===== src/rtl/mpdv_pkg.sv =====
// Shared constants, op encodings and FSM states for the
// ones' complement multiply/divide sequencer.
package mpdv_pkg;
  localparam int WORD_W = 15;
  localparam int MAG_W = WORD_W - 1;
  localparam int ITER = MAG_W;

  localparam logic OP_MP = 1'b0;
  localparam logic OP_DV = 1'b1;

  typedef enum logic [1:0] {
    S_IDLE,
    S_RUN,
    S_FIN
  } state_t;
endpackage


===== src/rtl/mpdv_sequencer_if.sv =====
// Request/result bundle between a client and the
// multiply/divide sequencer.
interface mpdv_sequencer_if #(
  parameter int W = mpdv_pkg::WORD_W
);
  logic         start;
  logic         op;
  logic [W-1:0] a_in;
  logic [W-1:0] l_in;
  logic [W-1:0] x_in;
  logic         busy;
  logic         done;
  logic [W-1:0] a_out;
  logic [W-1:0] l_out;
  logic         dv_err;

  modport master (
    output start, op, a_in, l_in, x_in,
    input  busy, done, a_out, l_out, dv_err
  );

  modport slave (
    input  start, op, a_in, l_in, x_in,
    output busy, done, a_out, l_out, dv_err
  );
endinterface


===== src/rtl/ones_comp_conv.sv =====
// Ones' complement word <-> {sign, magnitude}; the mapping is
// its own inverse, so one block serves both directions.
module ones_comp_conv
  import mpdv_pkg::*;
#(
  parameter int W = WORD_W
) (
  input  logic [W-1:0] i_word,
  output logic [W-1:0] o_word
);
  assign o_word = {i_word[W-1],
                   i_word[W-2:0] ^ {(W-1){i_word[W-1]}}};
endmodule


===== src/rtl/mpdv_sequencer.sv =====
// Iterative ones' complement multiply (shift-add) and
// divide (restoring) on one shift register and adder.
module mpdv_sequencer #(
  parameter int WORD_W = mpdv_pkg::WORD_W,
  parameter int ITER = mpdv_pkg::ITER
) (
  input logic             clk,
  input logic             rst,
  mpdv_sequencer_if.slave bus
);
  import mpdv_pkg::*;

  localparam int MW = WORD_W - 1;
  localparam int SW = 2 * MW;
  localparam int CW = (ITER > 1) ? $clog2(ITER) : 1;

  state_t            r_state;
  logic              r_op;
  logic              r_sa;
  logic              r_sx;
  logic              r_err;
  logic              r_done;
  logic              r_dv_err;
  logic [CW-1:0]     r_cnt;
  logic [MW-1:0]     r_mop;
  logic [SW-1:0]     r_sr;
  logic [WORD_W-1:0] r_a_out;
  logic [WORD_W-1:0] r_l_out;

  logic [WORD_W-1:0] w_a_sm;
  logic [WORD_W-1:0] w_x_sm;
  logic [WORD_W-1:0] w_qa_sm;
  logic [WORD_W-1:0] w_ql_sm;
  logic [WORD_W-1:0] w_a_res;
  logic [WORD_W-1:0] w_l_res;
  logic [WORD_W-1:0] w_opa;
  logic [WORD_W-1:0] w_opb;
  logic [WORD_W:0]   w_sum;
  logic [SW-1:0]     w_sr_nxt;
  logic              w_dv_bad;
  logic              w_unused;

  ones_comp_conv #(.W(WORD_W)) u_cv_a (
    .i_word(bus.a_in),
    .o_word(w_a_sm)
  );

  ones_comp_conv #(.W(WORD_W)) u_cv_x (
    .i_word(bus.x_in),
    .o_word(w_x_sm)
  );

  ones_comp_conv #(.W(WORD_W)) u_cv_qa (
    .i_word(w_qa_sm),
    .o_word(w_a_res)
  );

  ones_comp_conv #(.W(WORD_W)) u_cv_ql (
    .i_word(w_ql_sm),
    .o_word(w_l_res)
  );

  assign w_unused = bus.l_in[MW];

  assign w_dv_bad = (w_x_sm[MW-1:0] == '0) ||
                    (w_a_sm[MW-1:0] >= w_x_sm[MW-1:0]);

  // DV subtracts via ~b + 1; carry out means no borrow
  always_comb begin
    w_opa = (r_op == OP_DV) ? r_sr[SW-1:MW-1]
                            : {1'b0, r_sr[SW-1:MW]};
    w_opb = (r_op == OP_DV) ? ~{1'b0, r_mop}
                            : {1'b0, r_mop};
    w_sum = {1'b0, w_opa} + {1'b0, w_opb} +
            {{WORD_W{1'b0}}, r_op};
    if (r_op == OP_DV) begin
      if (w_sum[WORD_W])
        w_sr_nxt = {w_sum[MW-1:0], r_sr[MW-2:0], 1'b1};
      else
        w_sr_nxt = {w_opa[MW-1:0], r_sr[MW-2:0], 1'b0};
    end else begin
      if (r_sr[0])
        w_sr_nxt = {w_sum[MW:0], r_sr[MW-1:1]};
      else
        w_sr_nxt = {1'b0, r_sr[SW-1:1]};
    end
  end

  always_comb begin
    if (r_op == OP_DV) begin
      w_qa_sm = {r_sa ^ r_sx, r_sr[MW-1:0]};
      w_ql_sm = {r_sa, r_sr[SW-1:MW]};
    end else begin
      w_qa_sm = {r_sa ^ r_sx, r_sr[SW-1:MW]};
      w_ql_sm = {r_sa ^ r_sx, r_sr[MW-1:0]};
    end
  end

  always_ff @(posedge clk) begin
    if (rst) begin
      r_state  <= S_IDLE;
      r_op     <= OP_MP;
      r_sa     <= 1'b0;
      r_sx     <= 1'b0;
      r_err    <= 1'b0;
      r_done   <= 1'b0;
      r_dv_err <= 1'b0;
      r_cnt    <= '0;
      r_mop    <= '0;
      r_sr     <= '0;
      r_a_out  <= '0;
      r_l_out  <= '0;
    end else begin
      r_done <= 1'b0;
      unique case (r_state)
        S_IDLE: begin
          // the done cycle is still IDLE; refuse a start there
          if (bus.start && !r_done) begin
            r_op  <= bus.op;
            r_sa  <= w_a_sm[MW];
            r_sx  <= w_x_sm[MW];
            r_cnt <= '0;
            if (bus.op == OP_DV) begin
              r_mop   <= w_x_sm[MW-1:0];
              r_sr    <= {w_a_sm[MW-1:0], bus.l_in[MW-1:0]};
              r_err   <= w_dv_bad;
              r_state <= w_dv_bad ? S_FIN : S_RUN;
            end else begin
              r_mop   <= w_a_sm[MW-1:0];
              r_sr    <= {{MW{1'b0}}, w_x_sm[MW-1:0]};
              r_err   <= 1'b0;
              r_state <= S_RUN;
            end
          end
        end
        S_RUN: begin
          r_sr <= w_sr_nxt;
          if (r_cnt == CW'(ITER - 1)) begin
            r_state <= S_FIN;
          end else begin
            r_cnt <= r_cnt + 1'b1;
          end
        end
        S_FIN: begin
          r_done   <= 1'b1;
          r_dv_err <= r_err;
          r_a_out  <= r_err ? '0 : w_a_res;
          r_l_out  <= r_err ? '0 : w_l_res;
          r_state  <= S_IDLE;
        end
        default: r_state <= S_IDLE;
      endcase
    end
  end

  assign bus.busy   = (r_state != S_IDLE);
  assign bus.done   = r_done;
  assign bus.a_out  = r_a_out;
  assign bus.l_out  = r_l_out;
  assign bus.dv_err = r_dv_err;
endmodule


===== src/flat_wrapper.sv =====
// flat-port wrapper written by rule: the top's interface ports become plain ports
module mpdv_sequencer_flat import mpdv_pkg::*;
#(
  parameter int WORD_W = mpdv_pkg::WORD_W,
  parameter int ITER = mpdv_pkg::ITER
)
  (clk, rst, bus_start, bus_op, bus_a_in, bus_l_in, bus_x_in, bus_busy, bus_done, bus_a_out, bus_l_out, bus_dv_err);
  mpdv_sequencer_if bus_i ();
  input logic clk;
  input logic rst;
  input wire logic [$bits(bus_i.start)-1:0] bus_start;
  input wire logic [$bits(bus_i.op)-1:0] bus_op;
  input wire logic [$bits(bus_i.a_in)-1:0] bus_a_in;
  input wire logic [$bits(bus_i.l_in)-1:0] bus_l_in;
  input wire logic [$bits(bus_i.x_in)-1:0] bus_x_in;
  output wire logic [$bits(bus_i.busy)-1:0] bus_busy;
  output wire logic [$bits(bus_i.done)-1:0] bus_done;
  output wire logic [$bits(bus_i.a_out)-1:0] bus_a_out;
  output wire logic [$bits(bus_i.l_out)-1:0] bus_l_out;
  output wire logic [$bits(bus_i.dv_err)-1:0] bus_dv_err;
  assign bus_i.start = bus_start;
  assign bus_i.op = bus_op;
  assign bus_i.a_in = bus_a_in;
  assign bus_i.l_in = bus_l_in;
  assign bus_i.x_in = bus_x_in;
  assign bus_busy = bus_i.busy;
  assign bus_done = bus_i.done;
  assign bus_a_out = bus_i.a_out;
  assign bus_l_out = bus_i.l_out;
  assign bus_dv_err = bus_i.dv_err;
  mpdv_sequencer #(.WORD_W(WORD_W), .ITER(ITER)) u_core (.clk(clk), .rst(rst), .bus(bus_i));
endmodule

===== config.mk =====
export PLATFORM = sky130hd
export DESIGN_NAME = mpdv_sequencer_flat
export DESIGN_NICKNAME = d
export VERILOG_FILES = /design/src/rtl/mpdv_pkg.sv /design/src/rtl/mpdv_sequencer_if.sv /design/src/rtl/ones_comp_conv.sv /design/src/rtl/mpdv_sequencer.sv /design/src/flat_wrapper.sv
export SDC_FILE = /design/constraint.sdc
export NUM_CORES = 1
export LEC_CHECK = 0
export BUFFER_PORTS_ARGS = -buffer_cell sky130_fd_sc_hd__buf_2
export CORE_MARGIN = 5
export CORE_UTILIZATION = 53
export DETAILED_ROUTE_END_ITERATION = 8
export GPL_TIMING_DRIVEN = 0
export PLACE_DENSITY = 0.84
export SLEW_MARGIN = 20
export SYNTH_ARGS = -nofsm -noshare
export SYNTH_HDL_FRONTEND = slang
export SYNTH_SLANG_ARGS = --single-unit

===== constraint.sdc =====
create_clock -name clk -period 3.36 [get_ports clk]
set_input_delay 0.168 -clock clk [delete_from_list [all_inputs] [get_ports clk]]
set_output_delay 0.168 -clock clk [all_outputs]
set_load 0.1 [all_outputs]

==> results of run 1 <==
[through the flow]
stage / utilization (%) / hold slack [ps]
4_1_cts: 62.9 / 222
5_1_grt: 63.5 / 245
6_report: 63.5 / 229
2_1_floorplan: - / 370
3_5_place_dp: 60.0 / 459
3_3_place_gp: 60.0 / 453
[cell type report]
cell class | instances | area (um^2)
fill | 956 | 4010
sequential | 84 | 1680
clock buffer | 10 | 239
tap | 140 | 175
timing repair buffer | 82 | 418
inverter | 11 | 41.3
multi-input combinational | 583 | 4120
clock inverter | 4 | 26.3
buffer | 53 | 277
[state kept, by name (all words and copies together), names as in the netlist, 2 cells and up]
name and cells:
u_core.r_sr 28, u_core.r_mop 14, u_core.bus.l_out 15, u_core.r_state 2, u_core.r_cnt 4, u_core.bus.a_out 15
[routing by layer]
layer,vias up,share of wire (%)
met2,338,44
met4,0,4.9
met5,-,0
li1,2821,-
met3,79,10
met1,2774,41
[repair_timing]
| action | 4_1_cts | 5_1_grt |
|---|---|---|
| gates resized for setup | 11 | 17 |
| pin swaps | 1 | 3 |
| setup endpoints to repair | 15 | 18 |
| buffers inserted | 1 | 2 |
| gates cloned | 0 | 0 |
[final timing paths]
path | startpoint | endpoint | slack [ps] | cells past startpoint
worst max-delay path | u_core.r_op$_SDFFE_PP0P_ | u_core.r_sr[14]$_SDFFE_PP0P_ | 70 | 13
worst min-delay path | rst | u_core.r_sr[23]$_SDFFE_PP0P_ | 230 | 3
worst max register to register | u_core.r_op$_SDFFE_PP0P_ | u_core.r_sr[14]$_SDFFE_PP0P_ | 70 | 13
worst min register to register | u_core.r_mop[6]$_SDFFE_PP0P_ | u_core.r_mop[6]$_SDFFE_PP0P_ | 460 | 2
[worst min-delay path, cell delays in order]
cell	delay, ps
buf_2	140
or2_2	130
o211ai_1	70
[report_power, final]
part,internal [uW],switching (uW),total (uW)
combinational,540,943,1480
clock,513,411,924
sequential,1090,127,1220
[kinds of logic (layout without fill, tap and decap cells)]
group | Yosys count | after routing | synth area share, %
simple gates | 201 | 201 | 14.6
xor+xnor | 84 | 84 | 12.2
fa+ha+maj | 30 | 30 | 6.37
mux | 62 | 62 | 10.8
buf+inv | 67 | 160 | 4.45
compound gates | 206 | 206 | 23.5
flops | 84 | 84 | 28.0
[cell usage after synthesis, types with 2 or more instances]
master and count:
dfxtp_1 84, nor2_1 79, nand2_1 65, xor2_1 50, a21oi_1 46, a22oi_1 42
clkbuf_1 42, mux2i_1 38, xnor2_1 34, o21ai_0 32, ha_1 29, mux2_2 24
o211ai_1 16, nor3_1 13, a222oi_1 11, inv_1 11, nand2b_1 9, nand3_1 9
a21o_1 7, buf_2 7, o21a_1 7, a31oi_1 6, buf_1 6, a211oi_1 5
and3_1 5, nor2b_1 5, a21boi_0 4, nand4_1 3, o21bai_1 3, o22ai_1 3
or4_1 3, a221oi_1 2, a32o_1 2, and2_0 2, and2_1 2, nor4_1 2
o2bb2ai_1 2, o31ai_1 2, or2_2 2
==> impl_summary.txt, run 1 <==
----------------------------------------------------
[Run status]
  Outcome ... finished, final reports clean

[Layout]
  Number of nets in the layout ... between 900 and 1k
  Most common cell after layout, fill and taps aside ... dfxtp_1
  Layout-stage area growth over the synthesis result ... 16.1%
  Most frequent cells in the layout ... dfxtp_1, buf_2, nor2_1
  Post-route cell area ... around 7000 um^2
  Number of diodes added for antenna fixing ... 0
  Final cell count without fillers ... 967
  Fraction of layout instances using a drive strength above 1 ... between 15 and 20%

[Global route]
  Most Used Layer, Global Route ... met2
  Remaining global-route overflow ... 0
  Routing usage on met2 ... between 40% and 50%
  Global routing met3 resource utilization ... between 5 and 6%
  Met1 capacity usage during global routing ... 35.3%
  Antenna violations before repair ... 0
  Number of global-route vias before repair ... between 5k and 6k
  Wire length of the first global-routing pass ... ~29 mm
  Pin count of the biggest net entering global routing ... 20
  GR Util All Layers ... between 20% and 30%

[STA]
  Part of the cycle the worst path needs ... between 90% and 100%
  Final slew viol count ... 0
  Worst slew slack as a fraction of its limit ... between 50% and 60%
  Final setup violation count ... 0
  Post-route worst setup slack ... 67.4 ps
  Setup total negative slack ... 0 ps
  Setup Skew ... between 9 and 10 ps
  Transition time of the tightest slew-check pin ... 735 ps
  Min Tclk post-route ... between 3000 and 4000 ps
  Peak Freq ... slightly above 0.3 GHz
  Final hold violations ... 0

[Worst setup path]
  Cell Chain, Critical Path ... clkbuf_4, buf_12, mux2_2, ha_1, inv_1, o31a_1, o21bai_2, a21boi_4, o211a_4, buf_6, o21a_1, o311ai_1, a21oi_1
  Required time of the critical path ... 3570 ps
  Crit path buf inv count ... 4
  Startpoint type of the worst setup path ... register
  Setup CP Type ... reg -> reg
  Crit path capture type ... register
  Slowest cell on crit path ... mux2_2
  Gate family responsible for the most delay along the worst path ... compound AO/OA/AOI/OAI gates
  CP peak stage delay ... 380 ps
  Worst-path maximum fanout ... 19
  Crit path arrival time ... around 3500 ps

[Floorplan]
  Area of the placeable core ... 11000 um^2
  Chip height ... 116 um
  Area of the die ... about 14000 um^2
  Cell Rows ... 38
  Effective utilization at floorplan ... a little over half
  Number of top-level pins ... 82
  Die Span X ... around 120 um

[Yosys]
  Sequential share of the synthesized area ... roughly 28%
  Number of distinct library cells after synthesis ... 59
  Most area-hungry cell type in the Yosys netlist ... dfxtp_1
  Share of flip-flops with an asynchronous set or reset ... 0%
  Avg Cell Area, Syn ... just over 8 um^2
  Synth Cell Area ... 6010 um^2
  Synth top area share ... between 20% and 30%
  Register bit count reported by yosys ... 84
  Most used flip-flop cell after synthesis ... dfxtp_1
  Post-synth EDFFs ... 0
  Syn nets ... around 810
  Ys Warns ... 0
  Top cells by area in the synthesized netlist ... dfxtp_1, xor2_1, mux2i_1
  Cell count after synthesis ... roughly 730

[Placement]
  Placed Instances ... about 950
  Setup slack after placement ... -721 ps
  Instance area at placement ... ~6600 um^2
  Input/output buffers ... 79
  Hpwl dp ... roughly 14 mm
  Last weighted congestion value of the routability-driven placer ... between 0.9 and 1

[Drt]
  Number of DRC violations after detailed-routing iteration 0 ... ~730
  Post-route ant nets ... 0
  Mean routed wirelength per cell ... just under 20 um
  Initial DRT Pass Iterations ... 6
  Total Wirelength ... about 19 mm
  Total via count in the routed design ... between 6k and 7k
  Vias per std cell ... a little over 6
  Drt drc ... 0

[Clocking]
  CTS Buffer Depth ... 2
  Clk Latency, worst-skew pair ... 340 ps
  Quantity of hold-fixing buffers added after cts ... 0
  Clock tree from TritonCTS ... done
  CTS buffer count ... 9
  Clock sink count ... 84
  Number of levels in the clock H-tree ... 3
  Root cell of the clock tree ... clkbuf_16
  Clock transition at the register clock pins on the worst setup and hold paths after CTS ... around 70 ps

[Power]
  Leakage power ... 0.00286 uW
  Power per unit of standard cell area ... 519 nW/um^2
  Final total power ... 3620 uW
  IR Drop Worst-Case VDD ... ~340 uV

[Run]
  # Max-Cap Violations ... 0

[Hold path]
  Class of the worst hold path ... in -> reg

----------------------------------------------------
(Power assumes the default switching activity.)
==> run 2: changes to the inputs <==
Settings changed: CELL_PAD_IN_SITES_DETAIL_PLACEMENT set to 0, CELL_PAD_IN_SITES_GLOBAL_PLACEMENT set to 1, CORE_UTILIZATION 53 to 40, PLACE_DENSITY 0.84 to 0.85.
==> impl_summary.txt, run 2 (synthesized netlist as in run 1, its figures left out) <==
----------------------------------------------------
[Worst setup path]
  Slowest cell on crit path ... mux2_2
  Startpoint type of the worst setup path ... register
  Setup CP Type ... reg -> reg
  CP peak stage delay ... between 300 and 400 ps
  Cell Chain, Critical Path ... buf_6, buf_8, mux2_2, ha_1, inv_1, o31a_1, o21bai_4, a21boi_4, o211a_4, buf_8, o21a_1, o311ai_2, a21oi_1
  Crit path arrival time ... approximately 3400 ps
  Dominant cell type by count on the critical path ... buf_8
  Gate family responsible for the most delay along the worst path ... compound AO/OA/AOI/OAI gates
  Crit path capture type ... register
  Crit path buf inv count ... 4
  Worst-path maximum fanout ... 19
  Required time of the critical path ... 3580 ps
  Setup slack of the worst register-to-register path ... approximately 170 ps

[Clocking]
  CTS buffer count ... 9
  Clock tree from TritonCTS ... done
  Root cell of the clock tree ... clkbuf_16
  Clk Latency, worst-skew pair ... around 350 ps
  Clock sink count ... 84
  Clock transition at the register clock pins on the worst setup and hold paths after CTS ... approximately 70 ps
  Number of levels in the clock H-tree ... 3
  CTS Buffer Depth ... 2

[Layout]
  Most frequent cells in the layout ... dfxtp_1, buf_2, nor2_1
  Post-route cell area ... ~7100 um^2
  Final core utilization ... between 40% and 50%
  Number of diodes added for antenna fixing ... 0
  Layout-stage area growth over the synthesis result ... 18.0%
  Number of nets in the layout ... roughly 900
  Most common cell after layout, fill and taps aside ... dfxtp_1
  Register ranked first by flip-flop count ... u_core.r_sr
  Number of flip-flops under the largest register name ... 28
  Fraction of layout instances using a drive strength above 1 ... a little under a fifth

[Power]
  IR Drop Worst-Case VDD ... about 280 uV
  Leakage power ... around 0.0029 uW
  Sw Share ... roughly 40%
  Final total power ... 3730 uW
  Power per unit of standard cell area ... about 530 nW/um^2
  Share of power burned in registers ... 32.2%
  Pint ... between 2000 and 2500 uW
  Part of the power in combinational logic ... a little over 40%
  Sw power ... ~1500 uW
  Portion of total power attributed to the clock network ... between 20% and 30%

[Global route]
  Remaining global-route overflow ... 0
  Antenna violations before repair ... 0
  Wire length of the first global-routing pass ... 30.4 mm
  Number of global-route vias before repair ... 5610
  Pin count of the biggest net entering global routing ... 20
  GR Util All Layers ... 21.6%

[STA]
  Post-route worst setup slack ... ~170 ps
  Unrepaired setup endpoints after global routing ... false
  Setup Skew ... between 8 and 9 ps
  Worst slew slack as a fraction of its limit ... approximately half
  Setup total negative slack ... 0 ps
  Transition time of the tightest slew-check pin ... 772 ps
  Final setup violation count ... 0
  Min Tclk post-route ... between 3000 and 4000 ps
  Final hold violations ... 0
  Part of the cycle the worst path needs ... 94.9%
  Peak Freq ... roughly 0.31 GHz
  Final slew viol count ... 0

[Placement]
  Input/output buffers ... roughly 80
  Instance area at placement ... 6650 um^2
  Last weighted congestion value of the routability-driven placer ... about 0.95
  Hpwl dp ... ~15 mm
  Setup slack after placement ... -838 ps

[Floorplan]
  Area of the die ... approximately 18000 um^2
  Cell Rows ... 44
  Die Span X ... about 130 um
  Area of the placeable core ... 14600 um^2
  Chip height ... about 130 um
  Number of top-level pins ... between 80 and 90
  Effective utilization at floorplan ... 41.0%

[Run status]
  Outcome ... finished, final reports clean

[Drt]
  Initial DRT Pass Iterations ... 5
  Vias per std cell ... between 5 and 6
  Total via count in the routed design ... just under 6k
  Total Wirelength ... 19.1 mm
  Drt drc ... 0
  Number of DRC violations after detailed-routing iteration 0 ... between 400 and 500
  Post-route ant nets ... 0
  Mean routed wirelength per cell ... between 15 and 20 um

[Hold path]
  Class of the worst hold path ... in -> reg

[Run]
  # Max-Cap Violations ... 0

----------------------------------------------------
==> run 2: cell type report <==
| cell class | instances | area [um^2] |
|---|---|---|
| fillers | 1479 | 7550 |
| clock buffers | 10 | 239 |
| plain buffers | 53 | 275 |
| multi-input cells | 583 | 4140 |
| inverters | 11 | 41.3 |
| flip-flops and latches | 84 | 1680 |
| clock inverters | 6 | 63.8 |
| repair buffers | 83 | 425 |
| well taps | 184 | 230 |
==> run 2: power groups by stage <==
stage	Sequential [uW]	Clock, uW	Combinational [uW]
after floorplan	1310	0	972
after global placement	1220	0	1430
after detailed placement	1220	0	1440
after CTS	1200	1030	1470
after global routing	1220	1070	1640
final	1200	1020	1510
==> run 2: timing repair <==
item / 4_1_cts / 5_1_grt
pin swaps: 0 / 5
setup endpoints to repair: 15 / 15
buffers inserted: 1 / 3
gates cloned: 0 / 0
hold buffers: 0 / 0
gates resized for setup: 21 / 15
==> run 2: metal layers <==
layer  part of all wire, %  track usage (%)  up-vias  routed length (um)
met1                    45             29.6     2677                8680
met2                    44             34.0      236                8470
met5                     0                0        -                   0
met4                   2.8             8.37        0                 533
met3                   7.4             3.45       35                1410
li1                      -                -     2838                   -
==> run 2: per-stage QoR <==
| step | hold slack, ps | instances |
|---|---|---|
| 2_1_floorplan | 370 | 734 |
| 3_3_place_gp | 451 | 997 |
| 3_5_place_dp | 456 | 997 |
| 4_1_cts | 242 | 1012 |
| 5_1_grt | 269 | 1014 |
| 6_report | 246 | 1014 |
==> run 2: path summary, 6_finish.rpt <==
kind,from,to,cells past startpoint
worst max-delay path,u_core.r_op$_SDFFE_PP0P_,u_core.r_sr[14]$_SDFFE_PP0P_,13
worst min-delay path,rst,u_core.r_sr[23]$_SDFFE_PP0P_,3
worst min register to register,u_core.r_mop[10]$_SDFFE_PP0P_,u_core.r_mop[10]$_SDFFE_PP0P_,2
worst max register to register,u_core.r_op$_SDFFE_PP0P_,u_core.r_sr[14]$_SDFFE_PP0P_,13
==> run 2: worst register-to-register path, stage by stage (launching register included) <==
cell,delay [ps]
dfxtp_1,330
buf_6,150
buf_8,200
mux2_2,400
ha_1,300
inv_1,40
o31a_1,330
o21bai_4,220
a21boi_4,90
o211a_4,300
buf_8,160
o21a_1,180
o311ai_2,250
a21oi_1,100
==> run 3: changes to the inputs <==
Settings changed: ABC_AREA set to 1, CORE_UTILIZATION 40 to 37, PLACE_DENSITY 0.85 to 0.84.
==> impl_summary.txt, run 3 <==
----------------------------------------------------
[Placement]
  Last weighted congestion value of the routability-driven placer ... 0.920
  Input/output buffers ... between 70 and 80
  Instance area at placement ... ~7100 um^2
  Placed Instances ... ~1.3k
  Hpwl dp ... 17.6 mm

[Yosys]
  Register bit count reported by yosys ... 84
  Most area-hungry cell type in the Yosys netlist ... dfxtp_1
  Synth top area share ... a little over a quarter
  Sequential share of the synthesized area ... between 20% and 30%
  Most used flip-flop cell after synthesis ... dfxtp_1
  Most used standard cells in the synthesized netlist ... nand2_1, inv_1, a21oi_1, dfxtp_1, o21ai_0
  Top cells by area in the synthesized netlist ... dfxtp_1, nand2_1, a21oi_1
  Avg Cell Area, Syn ... roughly 6.4 um^2
  Number of distinct library cells after synthesis ... 46
  Synth Cell Area ... 6440 um^2
  Post-synth EDFFs ... 0
  Most used standard cell by instance count after synthesis ... nand2_1
  Share of flip-flops with an asynchronous set or reset ... 0%
  Cell count after synthesis ... between 1k and 1.5k
  Ys Warns ... 0
  Syn nets ... around 1.1k

[Global route]
  GR Util All Layers ... around 22%
  Remaining global-route overflow ... 0
  Wire length of the first global-routing pass ... between 30 and 40 mm
  Antenna violations before repair ... 0
  Pin count of the biggest net entering global routing ... 16
  Number of global-route vias before repair ... roughly 6.5k

[Layout]
  Register ranked first by flip-flop count ... u_core.r_sr
  Post-route cell area ... roughly 7400 um^2
  Number of nets in the layout ... approximately 1.2k
  Number of diodes added for antenna fixing ... 0
  Most common cell after layout, fill and taps aside ... nand2_1
  Layout-stage area growth over the synthesis result ... 15.4%
  Number of flip-flops under the largest register name ... 28
  Final cell count without fillers ... around 1.3k
  Most frequent cells in the layout ... nand2_1, inv_1, buf_2
  Fraction of layout instances using a drive strength above 1 ... 14.3%

[Power]
  IR Drop Worst-Case VDD ... ~240 uV
  Power per unit of standard cell area ... a little under 500 nW/um^2
  Leakage power ... roughly 0.0036 uW

[Worst setup path]
  Dominant cell type by count on the critical path ... nand2_1
  Worst-path maximum fanout ... 10
  Startpoint type of the worst setup path ... register
  CP peak stage delay ... between 300 and 400 ps
  Crit path arrival time ... ~3400 ps
  Required time of the critical path ... 3560 ps
  Cell Chain, Critical Path ... buf_6, buf_2, clkbuf_4, clkbuf_4, xor2_1, ha_1, nand2_1, nor2_1, nand2_1, o211a_2, buf_4, nand3_2, nand2_1, nand2_1, nand2_1, a21oi_1
  Crit path capture type ... register
  Slowest cell on crit path ... ha_1
  Setup CP Type ... reg -> reg

[Clocking]
  Clock sink count ... 84
  CTS Buffer Depth ... 2
  Clock transition at the register clock pins on the worst setup and hold paths after CTS ... ~60 ps
  CTS buffer count ... 9
  Setup Buffers After CTS ... 0
  Number of levels in the clock H-tree ... 3
  Quantity of hold-fixing buffers added after cts ... 0
  Clk Latency, worst-skew pair ... between 300 and 400 ps
  Clock tree from TritonCTS ... done
  Root cell of the clock tree ... clkbuf_16

[STA]
  Setup total negative slack ... 0 ps
  Peak Freq ... ~0.31 GHz
  Final hold violations ... 0
  Post-Route Hold Slack ... between 100 and 150 ps
  Final slew viol count ... 0
  Transition time of the tightest slew-check pin ... 829 ps
  Part of the cycle the worst path needs ... a little over nine tenths
  Worst slew slack as a fraction of its limit ... around 45%
  Final setup violation count ... 0
  Setup Skew ... slightly below 10 ps
  Min Tclk post-route ... roughly 3200 ps

[Floorplan]
  Area of the placeable core ... between 15000 and 20000 um^2
  Chip height ... ~140 um
  Effective utilization at floorplan ... 37.5%
  Area of the die ... 20100 um^2
  Cell Rows ... 48
  Die Span X ... ~140 um
  Number of top-level pins ... just over 80

[Run]
  # Max-Cap Violations ... 0

[Run status]
  Outcome ... finished, final reports clean

[Drt]
  Number of DRC violations after detailed-routing iteration 0 ... 612
  Initial DRT Pass Iterations ... 5
  Total via count in the routed design ... 6804
  Mean routed wirelength per cell ... 16.2 um
  Vias per std cell ... about 5.1
  Drt drc ... 0
  Total Wirelength ... roughly 22 mm
  Post-route ant nets ... 0

[Hold path]
  Class of the worst hold path ... in -> reg

----------------------------------------------------
[run 3: cell types whose count changed after synthesis, sizes merged, moves of 38 or more]
cell / before / now
nor2: 79 / 41
nand2: 65 / 335
a21oi: 46 / 99
inv: 11 / 116
mux2i: 38 / 0
a22oi: 42 / 1
nand3: 9 / 49
[run 3: what timing repair did]
action | 4_1_cts | 5_1_grt
gates cloned | 0 | 0
gates resized for setup | 1 | 8
endpoints found under the setup margin | 10 | 12
[run 3: worst paths after layout]
check / from / endpoint / slack [ps] / cells after the start
max: u_core.r_op$_SDFFE_PP0P_ / u_core.r_sr[27]$_SDFFE_PP0P_ / 160 / 16
min: bus_l_in[2] / u_core.r_sr[2]$_SDFFE_PP0P_ / 140 / 3
max reg2reg: u_core.r_op$_SDFFE_PP0P_ / u_core.r_sr[27]$_SDFFE_PP0P_ / 160 / 16
min reg2reg: u_core.bus.l_out[8]$_SDFFE_PP0P_ / u_core.bus.l_out[8]$_SDFFE_PP0P_ / 460 / 2
[run 3: worst max-delay path: cells and delay by family, from the launching register on]
kind | cells | cell delay [ps]
xor gates and xnor gates | 1 | 310
and+or+nand+nor | 7 | 610
AOI/OAI and AO/OA | 2 | 340
adders and majority gates | 1 | 350
buffers and inverters | 5 | 1130
DFF | 1 | 330
[run 3: layout make-up]
class | instances | area [um^2]
repair buffers | 76 | 380
plain buffers | 53 | 260
flip-flops and latches | 84 | 1680
inverters | 116 | 440
multi-input cells | 761 | 4090
clock inverters | 7 | 76.3
clock buffers | 9 | 225
fillers | 1920 | 9740
well taps | 225 | 282
[run 3: cell families after synthesis]
group | count (synthesis) | synth area share [%]
AOI/OAI and AO/OA | 210 | 18.4
xor gates and xnor gates | 61 | 8.53
adders and majority gates | 30 | 5.94
buffers and inverters | 169 | 10.7
DFF | 84 | 26.1
and+or+nand+nor | 460 | 30.3
[run 3: stage by stage]
step	util [%]	power (uW)	setup WS (ps)
after floorplan	-	2270	627
after global placement	41.4	2650	-142
after detailed placement	41.4	2660	-123
after CTS	43.1	3680	67.8
after global routing	43.3	3910	-1.47
final	43.3	3680	159
[run 3: layer usage]
layer	up-vias	wire, um	GRT usage, %
met5	-	0	0
met4	0	735	7.93
met3	46	1630	3.60
met2	293	9480	34.0
met1	3023	9660	29.8
li1	3442	-	-
[run 3: power by group]
part / switching, uW / total (uW) / internal [uW]
combinational: 1030 / 1500 / 471
clock: 442 / 1020 / 581
sequential: 70.6 / 1160 / 1090
